--- src/rtl/fetch_sequencer_pkg.sv ---
// rtl/fetch_sequencer_pkg.sv - shared fetch state encodings and reset address
//
// Purpose: shared definitions for the instruction-fetch sequencer.
//   fetch_state_e       FETCH / ISSUE / HALTED sequencer states
//   RESET_PC_DEFAULT    first fetch address after reset
package fetch_sequencer_pkg;

  typedef enum logic [1:0] {
    FETCH  = 2'd0,
    ISSUE  = 2'd1,
    HALTED = 2'd2
  } fetch_state_e;

  localparam logic [7:0] RESET_PC_DEFAULT = 8'h00;

endpackage

--- src/rtl/fetch_sequencer_return_stack.sv ---
// rtl/fetch_sequencer_return_stack.sv - small LIFO of return addresses
//
// Purpose: hardware return stack for call/return.
// Ports:
//   clk, rst_n      clock, asynchronous active-low reset (empties the stack)
//   push, push_data write push_data on top; ignored when full
//   pop             discard the top entry; ignored when empty
//   top             current top entry (don't-care when empty)
//   full, empty     occupancy flags
module return_stack #(
  parameter int DEPTH = 4,
  parameter int WIDTH = 8
) (
  input  logic             clk,
  input  logic             rst_n,
  input  logic             push,
  input  logic [WIDTH-1:0] push_data,
  input  logic             pop,
  output logic [WIDTH-1:0] top,
  output logic             full,
  output logic             empty
);

  localparam int PW = $clog2(DEPTH);

  logic [WIDTH-1:0] mem [DEPTH];
  logic [PW:0]      cnt;
  logic [PW-1:0]    top_idx;

  // When full, the low bits of cnt wrap to 0, so subtracting one still
  // lands on the last slot.
  assign top_idx = cnt[PW-1:0] - PW'(1);
  assign top     = mem[top_idx];
  assign full    = (cnt == (PW+1)'(DEPTH));
  assign empty   = (cnt == '0);

  always_ff @(posedge clk or negedge rst_n) begin
    if (!rst_n) begin
      cnt <= '0;
    end else if (push && !full) begin
      cnt <= cnt + (PW+1)'(1);
    end else if (pop && !empty) begin
      cnt <= cnt - (PW+1)'(1);
    end
  end

  // Contents need no reset; only the occupancy count defines what is valid.
  always_ff @(posedge clk) begin
    if (push && !full) begin
      mem[cnt[PW-1:0]] <= push_data;
    end
  end

endmodule

--- src/rtl/fetch_sequencer.sv ---
// rtl/fetch_sequencer.sv - program counter, instruction register and redirects
//
// Purpose: fetches instructions from a combinational ROM into ir and steps pc,
// applying halt / call / ret / redirect when the control unit retires ir.
// Ports:
//   clk, rst_n          clock, asynchronous active-low reset
//   mem_addr, mem_data  ROM address (copy of pc) and combinational ROM data
//   ir, ir_valid, pc    latched instruction, valid flag, its address
//   exec_done           retire ir this cycle; qualifies the controls below
//   redirect, call, ret, halt, redirect_addr   next-pc controls and target
//   halted, stack_err   halted state, sticky return-stack overflow/underflow
module fetch_sequencer
  import fetch_sequencer_pkg::*;
#(
  parameter int                ADDR_W      = 8,
  parameter int                INSTR_W     = 16,
  parameter int                STACK_DEPTH = 4,
  parameter logic [ADDR_W-1:0] RESET_PC    = ADDR_W'(RESET_PC_DEFAULT)
) (
  input  logic               clk,
  input  logic               rst_n,
  output logic [ADDR_W-1:0]  mem_addr,
  input  logic [INSTR_W-1:0] mem_data,
  output logic [INSTR_W-1:0] ir,
  output logic               ir_valid,
  output logic [ADDR_W-1:0]  pc,
  input  logic               exec_done,
  input  logic               redirect,
  input  logic [ADDR_W-1:0]  redirect_addr,
  input  logic               call,
  input  logic               ret,
  input  logic               halt,
  output logic               halted,
  output logic               stack_err
);

  fetch_state_e      state, state_nxt;
  logic [ADDR_W-1:0] pc_nxt;
  logic [ADDR_W-1:0] pc_inc;
  logic              ir_load;
  logic              ir_valid_nxt;
  logic              halted_nxt;
  logic              err_set;
  logic              push, pop;
  logic [ADDR_W-1:0] stk_top;
  logic              stk_full, stk_empty;

  assign mem_addr = pc;
  assign pc_inc   = pc + ADDR_W'(1);

  return_stack #(
    .DEPTH (STACK_DEPTH),
    .WIDTH (ADDR_W)
  ) u_stack (
    .clk       (clk),
    .rst_n     (rst_n),
    .push      (push),
    .push_data (pc_inc),
    .pop       (pop),
    .top       (stk_top),
    .full      (stk_full),
    .empty     (stk_empty)
  );

  always_comb begin
    state_nxt    = state;
    pc_nxt       = pc;
    ir_load      = 1'b0;
    ir_valid_nxt = ir_valid;
    halted_nxt   = halted;
    err_set      = 1'b0;
    push         = 1'b0;
    pop          = 1'b0;
    case (state)
      FETCH: begin
        ir_load      = 1'b1;
        ir_valid_nxt = 1'b1;
        state_nxt    = ISSUE;
      end
      ISSUE: begin
        if (exec_done && ir_valid) begin
          ir_valid_nxt = 1'b0;
          if (halt) begin
            state_nxt  = HALTED;
            halted_nxt = 1'b1;
          end else begin
            state_nxt = FETCH;
            // call outranks ret, and both outrank a plain redirect
            if (call) begin
              pc_nxt  = redirect_addr;
              push    = !stk_full;
              err_set = stk_full;
            end else if (ret) begin
              pc_nxt  = stk_empty ? pc_inc : stk_top;
              pop     = !stk_empty;
              err_set = stk_empty;
            end else if (redirect) begin
              pc_nxt = redirect_addr;
            end else begin
              pc_nxt = pc_inc;
            end
          end
        end
      end
      HALTED: begin
        state_nxt = HALTED;
      end
      default: begin
        state_nxt = FETCH;
      end
    endcase
  end

  always_ff @(posedge clk or negedge rst_n) begin
    if (!rst_n) begin
      state     <= FETCH;
      pc        <= RESET_PC;
      ir        <= '0;
      ir_valid  <= 1'b0;
      halted    <= 1'b0;
      stack_err <= 1'b0;
    end else begin
      state    <= state_nxt;
      pc       <= pc_nxt;
      ir_valid <= ir_valid_nxt;
      halted   <= halted_nxt;
      if (ir_load) begin
        ir <= mem_data;
      end
      if (err_set) begin
        stack_err <= 1'b1;
      end
    end
  end

endmodule

--- config.mk ---
export PLATFORM = sky130hd
export DESIGN_NAME = fetch_sequencer
export DESIGN_NICKNAME = d
export VERILOG_FILES = /design/src/rtl/fetch_sequencer_pkg.sv /design/src/rtl/fetch_sequencer_return_stack.sv /design/src/rtl/fetch_sequencer.sv
export SDC_FILE = /design/constraint.sdc
export NUM_CORES = 1
export LEC_CHECK = 0
export BUFFER_PORTS_ARGS = -buffer_cell sky130_fd_sc_hd__buf_2
export CAP_MARGIN = 20
export CORE_MARGIN = 2
export CORE_UTILIZATION = 30
export CTS_CLUSTER_SIZE = 10
export DETAILED_ROUTE_END_ITERATION = 8
export GPL_ROUTABILITY_DRIVEN = 0
export GPL_TIMING_DRIVEN = 0
export HOLD_SLACK_MARGIN = 0.02
export PLACE_DENSITY = 0.59
export SYNTH_ARGS = -nofsm -noshare
export SYNTH_HDL_FRONTEND = slang
export SYNTH_SLANG_ARGS = --single-unit
--- constraint.sdc ---
create_clock -name clk -period 2.25 [get_ports clk]
set_clock_uncertainty 0.15 [all_clocks]
set_input_delay 0.45 -clock clk [delete_from_list [all_inputs] [get_ports clk]]
set_output_delay 0.45 -clock clk [all_outputs]
set_load 0.02 [all_outputs]
==> report_table.html, run 1 <==
<table>
<tr><th>Metric</th><th>Value</th></tr>
<tr><th colspan="2">Status</th></tr>
<tr><td>Status</td><td>complete, no violations</td></tr>
<tr><th colspan="2">Finish</th></tr>
<tr><td>Count of nets after finishing</td><td>341</td></tr>
<tr><td>FILL cells</td><td>958</td></tr>
<tr><td>P&amp;R area growth vs syn</td><td>26.17%</td></tr>
<tr><td>Final antenna diode count</td><td>0</td></tr>
<tr><td>Proportion of layout cells with a drive suffix above 1</td><td>0.4660</td></tr>
<tr><th colspan="2">CTS</th></tr>
<tr><td>Cts hold-fix bufs</td><td>0</td></tr>
<tr><td>CTS tree</td><td>yes</td></tr>
<tr><td>Clock Latency Late Sink</td><td>0.34 ns</td></tr>
<tr><td>CTS HTree Levels</td><td>3</td></tr>
<tr><td>Number of buffers on the longest clock path</td><td>2</td></tr>
<tr><td>CTS Sinks</td><td>64</td></tr>
<tr><td>Number of clock buffers inserted by TritonCTS</td><td>9</td></tr>
<tr><td>CTS root buffer</td><td>clkbuf_8</td></tr>
<tr><td>Clock transition at the register clock pins on the worst setup and hold paths after CTS</td><td>0.07 ns</td></tr>
<tr><th colspan="2">Routing</th></tr>
<tr><td>Violation count after the first detailed-route iteration</td><td>108</td></tr>
<tr><td>Vias per Instance</td><td>4.672</td></tr>
<tr><td>Number of DRC violations after detailed routing</td><td>0</td></tr>
<tr><td>Total via count after detailed routing</td><td>2079</td></tr>
<tr><td>Average wire per cell in the routed design</td><td>15.33 um</td></tr>
<tr><td>Drt pass-1 iters</td><td>4</td></tr>
<tr><td>Final ANT Viol Nets</td><td>0</td></tr>
<tr><td>Final routed wirelength across all metal layers</td><td>6.822 mm</td></tr>
<tr><th colspan="2">Power and ir drop</th></tr>
<tr><td>Static Leakage</td><td>1.535 nW</td></tr>
<tr><td>Peak supply drop</td><td>336.5 uV</td></tr>
<tr><td>Power Dens Cells</td><td>1389 mW/mm^2</td></tr>
<tr><th colspan="2">Global routing</th></tr>
<tr><td>Met2 layer usage reported by global route</td><td>0.2124</td></tr>
<tr><td>Global routing's busiest layer</td><td>met2</td></tr>
<tr><td>Met1 GRT Util</td><td>0.1611</td></tr>
<tr><td>Global Route met3 Usage</td><td>0.02907</td></tr>
<tr><td>Largest net degree at the start of global routing</td><td>33</td></tr>
<tr><td>Global-route wire length before repair</td><td>11.03 mm</td></tr>
<tr><td>Aggregate global-route resource usage</td><td>0.1265</td></tr>
<tr><td>Vias in the first global route</td><td>2152</td></tr>
<tr><td>Initial antenna violation count</td><td>0</td></tr>
<tr><td>Overflow left after global routing</td><td>0</td></tr>
<tr><th colspan="2">Logic synthesis</th></tr>
<tr><td>Number of flops mapped to enable cells by yosys</td><td>32</td></tr>
<tr><td>Most area-consuming cells after synthesis</td><td>edfxtp_1 (31%), dfrtp_1 (26%), mux2_2 (5.8%)</td></tr>
<tr><td>Share of the synthesized area in the top cell type</td><td>0.3097</td></tr>
<tr><td>Count of different cell masters after synthesis</td><td>54</td></tr>
<tr><td>Synthesized area</td><td>0.003103 mm^2</td></tr>
<tr><td>Post-Syn Nets</td><td>262</td></tr>
<tr><td>Yosys synthesis warning count</td><td>0</td></tr>
<tr><td>Flip-flop and latch count after synthesis</td><td>64</td></tr>
<tr><td>Largest area contributor in the netlist</td><td>edfxtp_1</td></tr>
<tr><td>Proportion of synthesized chip area in sequential cells</td><td>0.5677</td></tr>
<tr><td>Most common library cells after synthesis</td><td>dfrtp_1 (32), edfxtp_1 (32), mux2_2 (16), inv_1 (9), buf_4 (8)</td></tr>
<tr><td>Gate count after technology mapping</td><td>225</td></tr>
<tr><td>Share of flip-flops with an asynchronous set or reset</td><td>0.5000</td></tr>
<tr><td>Mean instance size in the synthesized netlist</td><td>13.79 um^2</td></tr>
<tr><td>Primary FF master, synth</td><td>edfxtp_1</td></tr>
<tr><th colspan="2">STA</th></tr>
<tr><td>Fin crit share</td><td>0.9868</td></tr>
<tr><td>Setup TNS</td><td>0 ns</td></tr>
<tr><td>Transition time at the pin with the least slew margin</td><td>0.7445 ns</td></tr>
<tr><td>Slew headroom</td><td>0.5036</td></tr>
<tr><td>Minimum clock period after layout</td><td>2.220 ns</td></tr>
<tr><td>Final worst-path setup slack</td><td>0.02965 ns</td></tr>
<tr><td>Final Hold Vio Count</td><td>0</td></tr>
<tr><td>Final worst hold slack</td><td>0.02327 ns</td></tr>
<tr><td>Slew Limit Fails</td><td>0</td></tr>
<tr><td>Setup repair after global routing missed its margin</td><td>true</td></tr>
<tr><td>Max Clk Rate</td><td>0.4504 GHz</td></tr>
<tr><td>Final setup violation count</td><td>0</td></tr>
<tr><th colspan="2">Critical path</th></tr>
<tr><td>Worst reg-to-reg setup slack</td><td>0.03 ns</td></tr>
<tr><td>Worst r2r dst</td><td>u_stack.cnt[2]$_DFFE_PN0P_</td></tr>
<tr><td>Maximum fanout along the worst path</td><td>4</td></tr>
<tr><td>Crit path launch</td><td>ir_valid$_DFFE_PN0P_</td></tr>
<tr><td>Data required time at the worst endpoint</td><td>2.32 ns</td></tr>
<tr><td>Endpoint type of the worst setup path</td><td>register</td></tr>
<tr><td>Arrival time at the worst endpoint</td><td>2.29 ns</td></tr>
<tr><td>Startpoint type of the worst setup path</td><td>register</td></tr>
<tr><td>Depth of the worst register-to-register path</td><td>10</td></tr>
<tr><td>Type of the setup path with the least slack</td><td>register to register</td></tr>
<tr><td>Reg2Reg Launch Point</td><td>ir_valid$_DFFE_PN0P_</td></tr>
<tr><th colspan="2">Die</th></tr>
<tr><td>I/O pin cnt</td><td>66</td></tr>
<tr><td>Core region area</td><td>0.01018 mm^2</td></tr>
<tr><td>Die outline height</td><td>105.7 um</td></tr>
<tr><td>Area of the die</td><td>0.01117 mm^2</td></tr>
<tr><td>Initial Util</td><td>0.3047</td></tr>
<tr><td>Width of the die</td><td>105.7 um</td></tr>
<tr><td>Site Rows</td><td>37</td></tr>
<tr><th colspan="2">Hold path</th></tr>
<tr><td>Class of the most critical hold timing path</td><td>input port to async pin</td></tr>
<tr><th colspan="2">Place</th></tr>
<tr><td>Number of input and output port buffers inserted</td><td>64</td></tr>
<tr><td>Pre-CTS setup slack</td><td>-0.3759 ns</td></tr>
<tr><td>HPWL Detailed</td><td>4.945 mm</td></tr>
<tr><th colspan="2">Job</th></tr>
<tr><td>Number of maximum-capacitance violations</td><td>0</td></tr>
</table>
cell usage in the layout, fill, tap and decap left out, drive strengths merged, types with 3 or more instances in the layout:
master	netlist	routed
buf	15	85
edfxtp	32	32
dfrtp	32	32
mux2	17	17
clkbuf	5	12
inv	9	9
mux4	8	8
nor2	7	7
a21oi	7	7
o21ai	7	7
nand3	5	5
and2	5	5
nor3b	5	5
ha	5	5
nand2	5	5
xnor2	4	4
clkinvlp	0	3
or2	3	3
and3	3	3
a31oi	3	3
nand3b	3	3
o21bai	3	3
mux2i	3	3
clkinv	0	3
nor3	3	3
nand2b	3	3
timing repair:
item,CTS,global route
resized for setup,14,6
gates cloned,0,0
pin swaps,4,9
setup buffers,6,2
setup endpoints to repair,7,5
cell families after synthesis:
kind of cell,synth area share
AO/OA/AOI/OAI,0.1012
adder cells (fa/ha/maj),0.02661
multiplexers,0.1355
flip-flops,0.5677
AND/OR/NAND/NOR,0.1061
XOR/XNOR,0.01411
buffers and inverters,0.04879
critical path: stages (launching register included):
cell and delay, ns:
dfrtp_1 0.40, nand2_2 0.10, nor3_4 0.20, buf_6 0.12
and3_4 0.19, inv_2 0.04, fa_2 0.39, nor3b_2 0.20
a31oi_1 0.07, o21ai_1 0.16, o31ai_1 0.08
metal layers:
metal	part of all wire	wire, um
met1	0.44	3018
met3	0.032	217
met2	0.51	3499
met5	0	0
met4	0.013	87
stage by stage:
stage	cells	power [mW]	instance area, um^2	util
5_1_grt	445	5.782	3915	0.3844
4_1_cts	445	5.505	3918	0.3846
6_report	445	5.437	3915	0.3844
3_5_place_dp	425	4.365	3622	0.3557
3_3_place_gp	425	4.292	3622	0.3557
2_1_floorplan	225	3.627	3132	-
report_power, final:
part	total, mW	switching (mW)	internal [mW]
Sequential	1.98	0.304	1.67
Combinational	2.46	1.34	1.12
Clock	0.998	0.478	0.520
layout make-up:
cell class	count	area, um^2	share of cell area
sequential	64	1767	0.4513
multi-input combinational	132	1254	0.3202
timing repair buffer	72	380.4	0.09716
tap	136	170.2	0.04346
clock buffer	9	123.9	0.03164
buffer	16	102.6	0.02621
clock inverter	7	80.08	0.02045
inverter	9	37.54	0.009588
registers in the layout, summed over array words and instances (netlist names):
signal / flops
ir: 16
halted: 1
stack_err: 1
mem_addr: 8
u_stack.cnt: 3
u_stack.mem: 32
state: 2
ir_valid: 1
worst max-delay path by stage:
stage	cells after the start	end
3_3_place_gp	8	u_stack.cnt[2]$_DFFE_PN0P_
3_5_place_dp	8	u_stack.cnt[2]$_DFFE_PN0P_
5_1_grt	10	u_stack.cnt[2]$_DFFE_PN0P_
4_1_cts	9	u_stack.cnt[2]$_DFFE_PN0P_
2_1_floorplan	9	u_stack.cnt[2]$_DFFE_PN0P_
6_report	10	u_stack.cnt[2]$_DFFE_PN0P_
Note: power is estimated with default switching activity, not from simulation.
==> run 2, diff against run 1 <==
CORE_ASPECT_RATIO = 0.9   (was default)
==> run 2 against run 1 <==
Against the previous run: worst setup slack improved by 0.047 ns; wire length rose by 5.4%; via count rose by 1.6%; critical endpoint unchanged.
==> report_table.html, run 2 (synthesized netlist as in run 1, its figures left out) <==
<table>
<tr><th>Metric</th><th>Value</th></tr>
<tr><th colspan="2">Status</th></tr>
<tr><td>Status</td><td>complete, no violations</td></tr>
<tr><th colspan="2">Global routing</th></tr>
<tr><td>Largest net degree at the start of global routing</td><td>33 (unchanged)</td></tr>
<tr><td>Aggregate global-route resource usage</td><td>0.1331 (+0.006534)</td></tr>
<tr><td>Global-route wire length before repair</td><td>11.34 mm (+2.9%)</td></tr>
<tr><td>Initial antenna violation count</td><td>0 (unchanged)</td></tr>
<tr><td>Overflow left after global routing</td><td>0 (unchanged)</td></tr>
<tr><td>Vias in the first global route</td><td>2146 (-0.28%)</td></tr>
<tr><th colspan="2">Critical path</th></tr>
<tr><td>Arrival time at the worst endpoint</td><td>2.25 ns (-0.04 ns)</td></tr>
<tr><td>Worst reg-to-reg setup slack</td><td>0.08 ns (+0.05 ns)</td></tr>
<tr><td>Cell Chain, Critical Path</td><td>buf_12, clkinvlp_4, ha_4, nand2_2, and3_4, inv_2, fa_2, nor4b_2, a21oi_1, o31ai_1</td></tr>
<tr><td>Startpoint type of the worst setup path</td><td>register</td></tr>
<tr><td>Max incr delay on CP</td><td>0.39 ns (about the same)</td></tr>
<tr><td>Critical path depth</td><td>10 (unchanged)</td></tr>
<tr><td>Reg2Reg Launch Point</td><td>u_stack.cnt[0]$_DFFE_PN0P_</td></tr>
<tr><td>Type of the setup path with the least slack</td><td>register to register</td></tr>
<tr><td>Worst r2r dst</td><td>u_stack.cnt[2]$_DFFE_PN0P_</td></tr>
<tr><td>Sum of buffers and inverters on the critical path</td><td>3 (+1)</td></tr>
<tr><td>Maximum fanout along the worst path</td><td>7 (+3)</td></tr>
<tr><td>Endpoint type of the worst setup path</td><td>register</td></tr>
<tr><td>Data required time at the worst endpoint</td><td>2.33 ns (about the same)</td></tr>
<tr><td>Depth of the worst register-to-register path</td><td>10 (unchanged)</td></tr>
<tr><td>CP max-delay cell</td><td>dfrtp_2</td></tr>
<tr><td>Crit-path leading delay family</td><td>adder cells</td></tr>
<tr><th colspan="2">CTS</th></tr>
<tr><td>CTS HTree Levels</td><td>3 (unchanged)</td></tr>
<tr><td>Clock transition at the register clock pins on the worst setup and hold paths after CTS</td><td>0.06 ns (about the same)</td></tr>
<tr><td>Clock Latency Late Sink</td><td>0.32 ns (-0.02 ns)</td></tr>
<tr><td>CTS root buffer</td><td>clkbuf_16</td></tr>
<tr><td>Number of clock buffers inserted by TritonCTS</td><td>9 (unchanged)</td></tr>
<tr><td>CTS tree</td><td>yes</td></tr>
<tr><td>CTS Sinks</td><td>64 (unchanged)</td></tr>
<tr><td>Number of buffers on the longest clock path</td><td>2 (unchanged)</td></tr>
<tr><th colspan="2">Power and ir drop</th></tr>
<tr><td>Sequential power share</td><td>0.343 (-0.021)</td></tr>
<tr><td>Switching power as a share of total power</td><td>0.3767 (-0.01390)</td></tr>
<tr><td>Static Leakage</td><td>1.584 nW (+3.2%)</td></tr>
<tr><td>Fraction of power consumed by combinational cells</td><td>0.442 (-0.011)</td></tr>
<tr><td>Power Dens Cells</td><td>1445 mW/mm^2 (+4.1%)</td></tr>
<tr><td>Peak supply drop</td><td>758.9 uV (+130%)</td></tr>
<tr><td>Cell internal power dissipation</td><td>3.612 mW (+9.0%)</td></tr>
<tr><td>Total net switching power</td><td>2.183 mW (+2.8%)</td></tr>
<tr><td>Relative contribution of the clock network to total power</td><td>0.215 (+0.031)</td></tr>
<tr><th colspan="2">STA</th></tr>
<tr><td>Setup TNS</td><td>0 ns (unchanged)</td></tr>
<tr><td>Fin crit share</td><td>0.9660 (-0.02078)</td></tr>
<tr><td>Final worst hold slack</td><td>0.03270 ns (+0.009436 ns)</td></tr>
<tr><td>Minimum clock period after layout</td><td>2.174 ns (-0.04675 ns)</td></tr>
<tr><td>Slew Limit Fails</td><td>0 (unchanged)</td></tr>
<tr><td>Final setup violation count</td><td>0 (unchanged)</td></tr>
<tr><td>Final Hold Vio Count</td><td>0 (unchanged)</td></tr>
<tr><td>Max Clk Rate</td><td>0.4601 GHz (+2.2%)</td></tr>
<tr><td>Slew headroom</td><td>0.5091 (+0.005442)</td></tr>
<tr><td>Transition time at the pin with the least slew margin</td><td>0.7364 ns (-0.008162 ns)</td></tr>
<tr><td>Setup repair after global routing missed its margin</td><td>true</td></tr>
<tr><th colspan="2">Finish</th></tr>
<tr><td>FILL cells</td><td>965 (+0.73%)</td></tr>
<tr><td>Footprint of the flip-flops and latches</td><td>0.001767 mm^2 (unchanged)</td></tr>
<tr><td>Most frequent standard cell in the layout excluding fill and tap cells</td><td>buf_2</td></tr>
<tr><td>Count of nets after finishing</td><td>344 (+0.88%)</td></tr>
<tr><td>Proportion of layout cells with a drive suffix above 1</td><td>0.4712 (+0.005134)</td></tr>
<tr><td>Finished Core Util</td><td>0.3947 (+0.01031)</td></tr>
<tr><td>Final Instance Count excl. Fillers</td><td>441 (-0.90%)</td></tr>
<tr><td>Finished Cell Area</td><td>0.004010 mm^2 (+2.4%)</td></tr>
<tr><td>Final antenna diode count</td><td>0 (unchanged)</td></tr>
<tr><td>Commonest non-fill, non-tap cells in the layout</td><td>buf_2 (67), edfxtp_1 (32), dfrtp_1 (28)</td></tr>
<tr><td>Largest register FFs</td><td>32 (unchanged)</td></tr>
<tr><td>P&amp;R area growth vs syn</td><td>29.23%</td></tr>
<tr><td>Multi-input gate area</td><td>0.001251 mm^2 (-0.20%)</td></tr>
<tr><th colspan="2">Place</th></tr>
<tr><td>Number of cells in the design after placement</td><td>418 (-1.6%)</td></tr>
<tr><td>Number of input and output port buffers inserted</td><td>64 (unchanged)</td></tr>
<tr><td>Placed inst area</td><td>0.003613 mm^2 (-0.24%)</td></tr>
<tr><td>HPWL Detailed</td><td>5.075 mm (+2.6%)</td></tr>
<tr><th colspan="2">Die</th></tr>
<tr><td>Core region area</td><td>0.01016 mm^2 (-0.25%)</td></tr>
<tr><td>Width of the die</td><td>111.2 um (+5.2%)</td></tr>
<tr><td>Initial Util</td><td>0.3054 (+0.0007504)</td></tr>
<tr><td>Area of the die</td><td>0.01117 mm^2 (about the same)</td></tr>
<tr><td>Die outline height</td><td>100.5 um (-4.9%)</td></tr>
<tr><td>Site Rows</td><td>35 (-5.4%)</td></tr>
<tr><td>I/O pin cnt</td><td>66 (unchanged)</td></tr>
<tr><th colspan="2">Job</th></tr>
<tr><td>Number of maximum-capacitance violations</td><td>0 (unchanged)</td></tr>
<tr><th colspan="2">Routing</th></tr>
<tr><td>Average wire per cell in the routed design</td><td>16.30 um (+6.3%)</td></tr>
<tr><td>Violation count after the first detailed-route iteration</td><td>100 (-7.4%)</td></tr>
<tr><td>Final routed wirelength across all metal layers</td><td>7.189 mm (+5.4%)</td></tr>
<tr><td>Number of DRC violations after detailed routing</td><td>0 (unchanged)</td></tr>
<tr><td>Vias per Instance</td><td>4.789 (+2.5%)</td></tr>
<tr><td>Drt pass-1 iters</td><td>6 (+2)</td></tr>
<tr><td>Final ANT Viol Nets</td><td>0 (unchanged)</td></tr>
<tr><td>Total via count after detailed routing</td><td>2112 (+1.6%)</td></tr>
<tr><th colspan="2">Hold path</th></tr>
<tr><td>Class of the most critical hold timing path</td><td>input port to async pin</td></tr>
</table>
==> run 2: cell type report <==
cell class / instances / share of cell area
repair buffers: 74 / 0.09953
multi-input cells: 132 / 0.3120
plain buffers: 17 / 0.03058
flip-flops and latches: 64 / 0.4406
clock buffers: 9 / 0.05616
well taps: 129 / 0.04025
clock inverters: 7 / 0.01154
inverters: 9 / 0.009360
==> run 2: stage by stage <==
| step | setup WS (ns) | power [mW] |
|---|---|---|
| detailed placement | -0.3809 | 4.357 |
| CTS | -0.09512 | 5.790 |
| finish | 0.07640 | 5.796 |
| floorplan | -0.007143 | 3.627 |
| global route | -0.05647 | 6.167 |
| global placement | -0.3680 | 4.307 |
==> run 2: repair_timing <==
item                                    4_1_cts  5_1_grt
gates cloned                                  0        0
endpoints found under the setup margin        8        5
resized for setup                            15        5
hold buffers                                  0        0
buffers inserted                              7        3
pin swaps                                     4        8
==> run 2: power by group through the flow <==
stage / clock network (mW) / registers (mW) / logic (mW)
floorplan: 0 / 2.22 / 1.41
CTS: 1.28 / 1.99 / 2.52
finish: 1.24 / 1.99 / 2.56
detailed placement: 0 / 1.99 / 2.36
global route: 1.34 / 2.03 / 2.79
global placement: 0 / 1.98 / 2.33
==> run 2: how the worst max path moves through the flow <==
stage	startpoint	to	slack, ns
after floorplan	call	u_stack.cnt[2]$_DFFE_PN0P_	-0.007
after global routing	ir_valid$_DFFE_PN0P_	u_stack.cnt[2]$_DFFE_PN0P_	-0.06
after global placement	call	u_stack.cnt[2]$_DFFE_PN0P_	-0.37
after CTS	state[1]$_DFFE_PN0P_	u_stack.cnt[2]$_DFFE_PN0P_	-0.1
final	u_stack.cnt[0]$_DFFE_PN0P_	u_stack.cnt[2]$_DFFE_PN0P_	0.08
after detailed placement	call	u_stack.cnt[2]$_DFFE_PN0P_	-0.38
==> run 2: layer usage <==
layer	GRT usage	part of all wire	vias to the layer above
li1	-	-	1006
met4	0.03799	0.0095	0
met5	0	0	-
met1	0.1870	0.50	1062
met2	0.2017	0.46	40
met3	0.03909	0.031	4
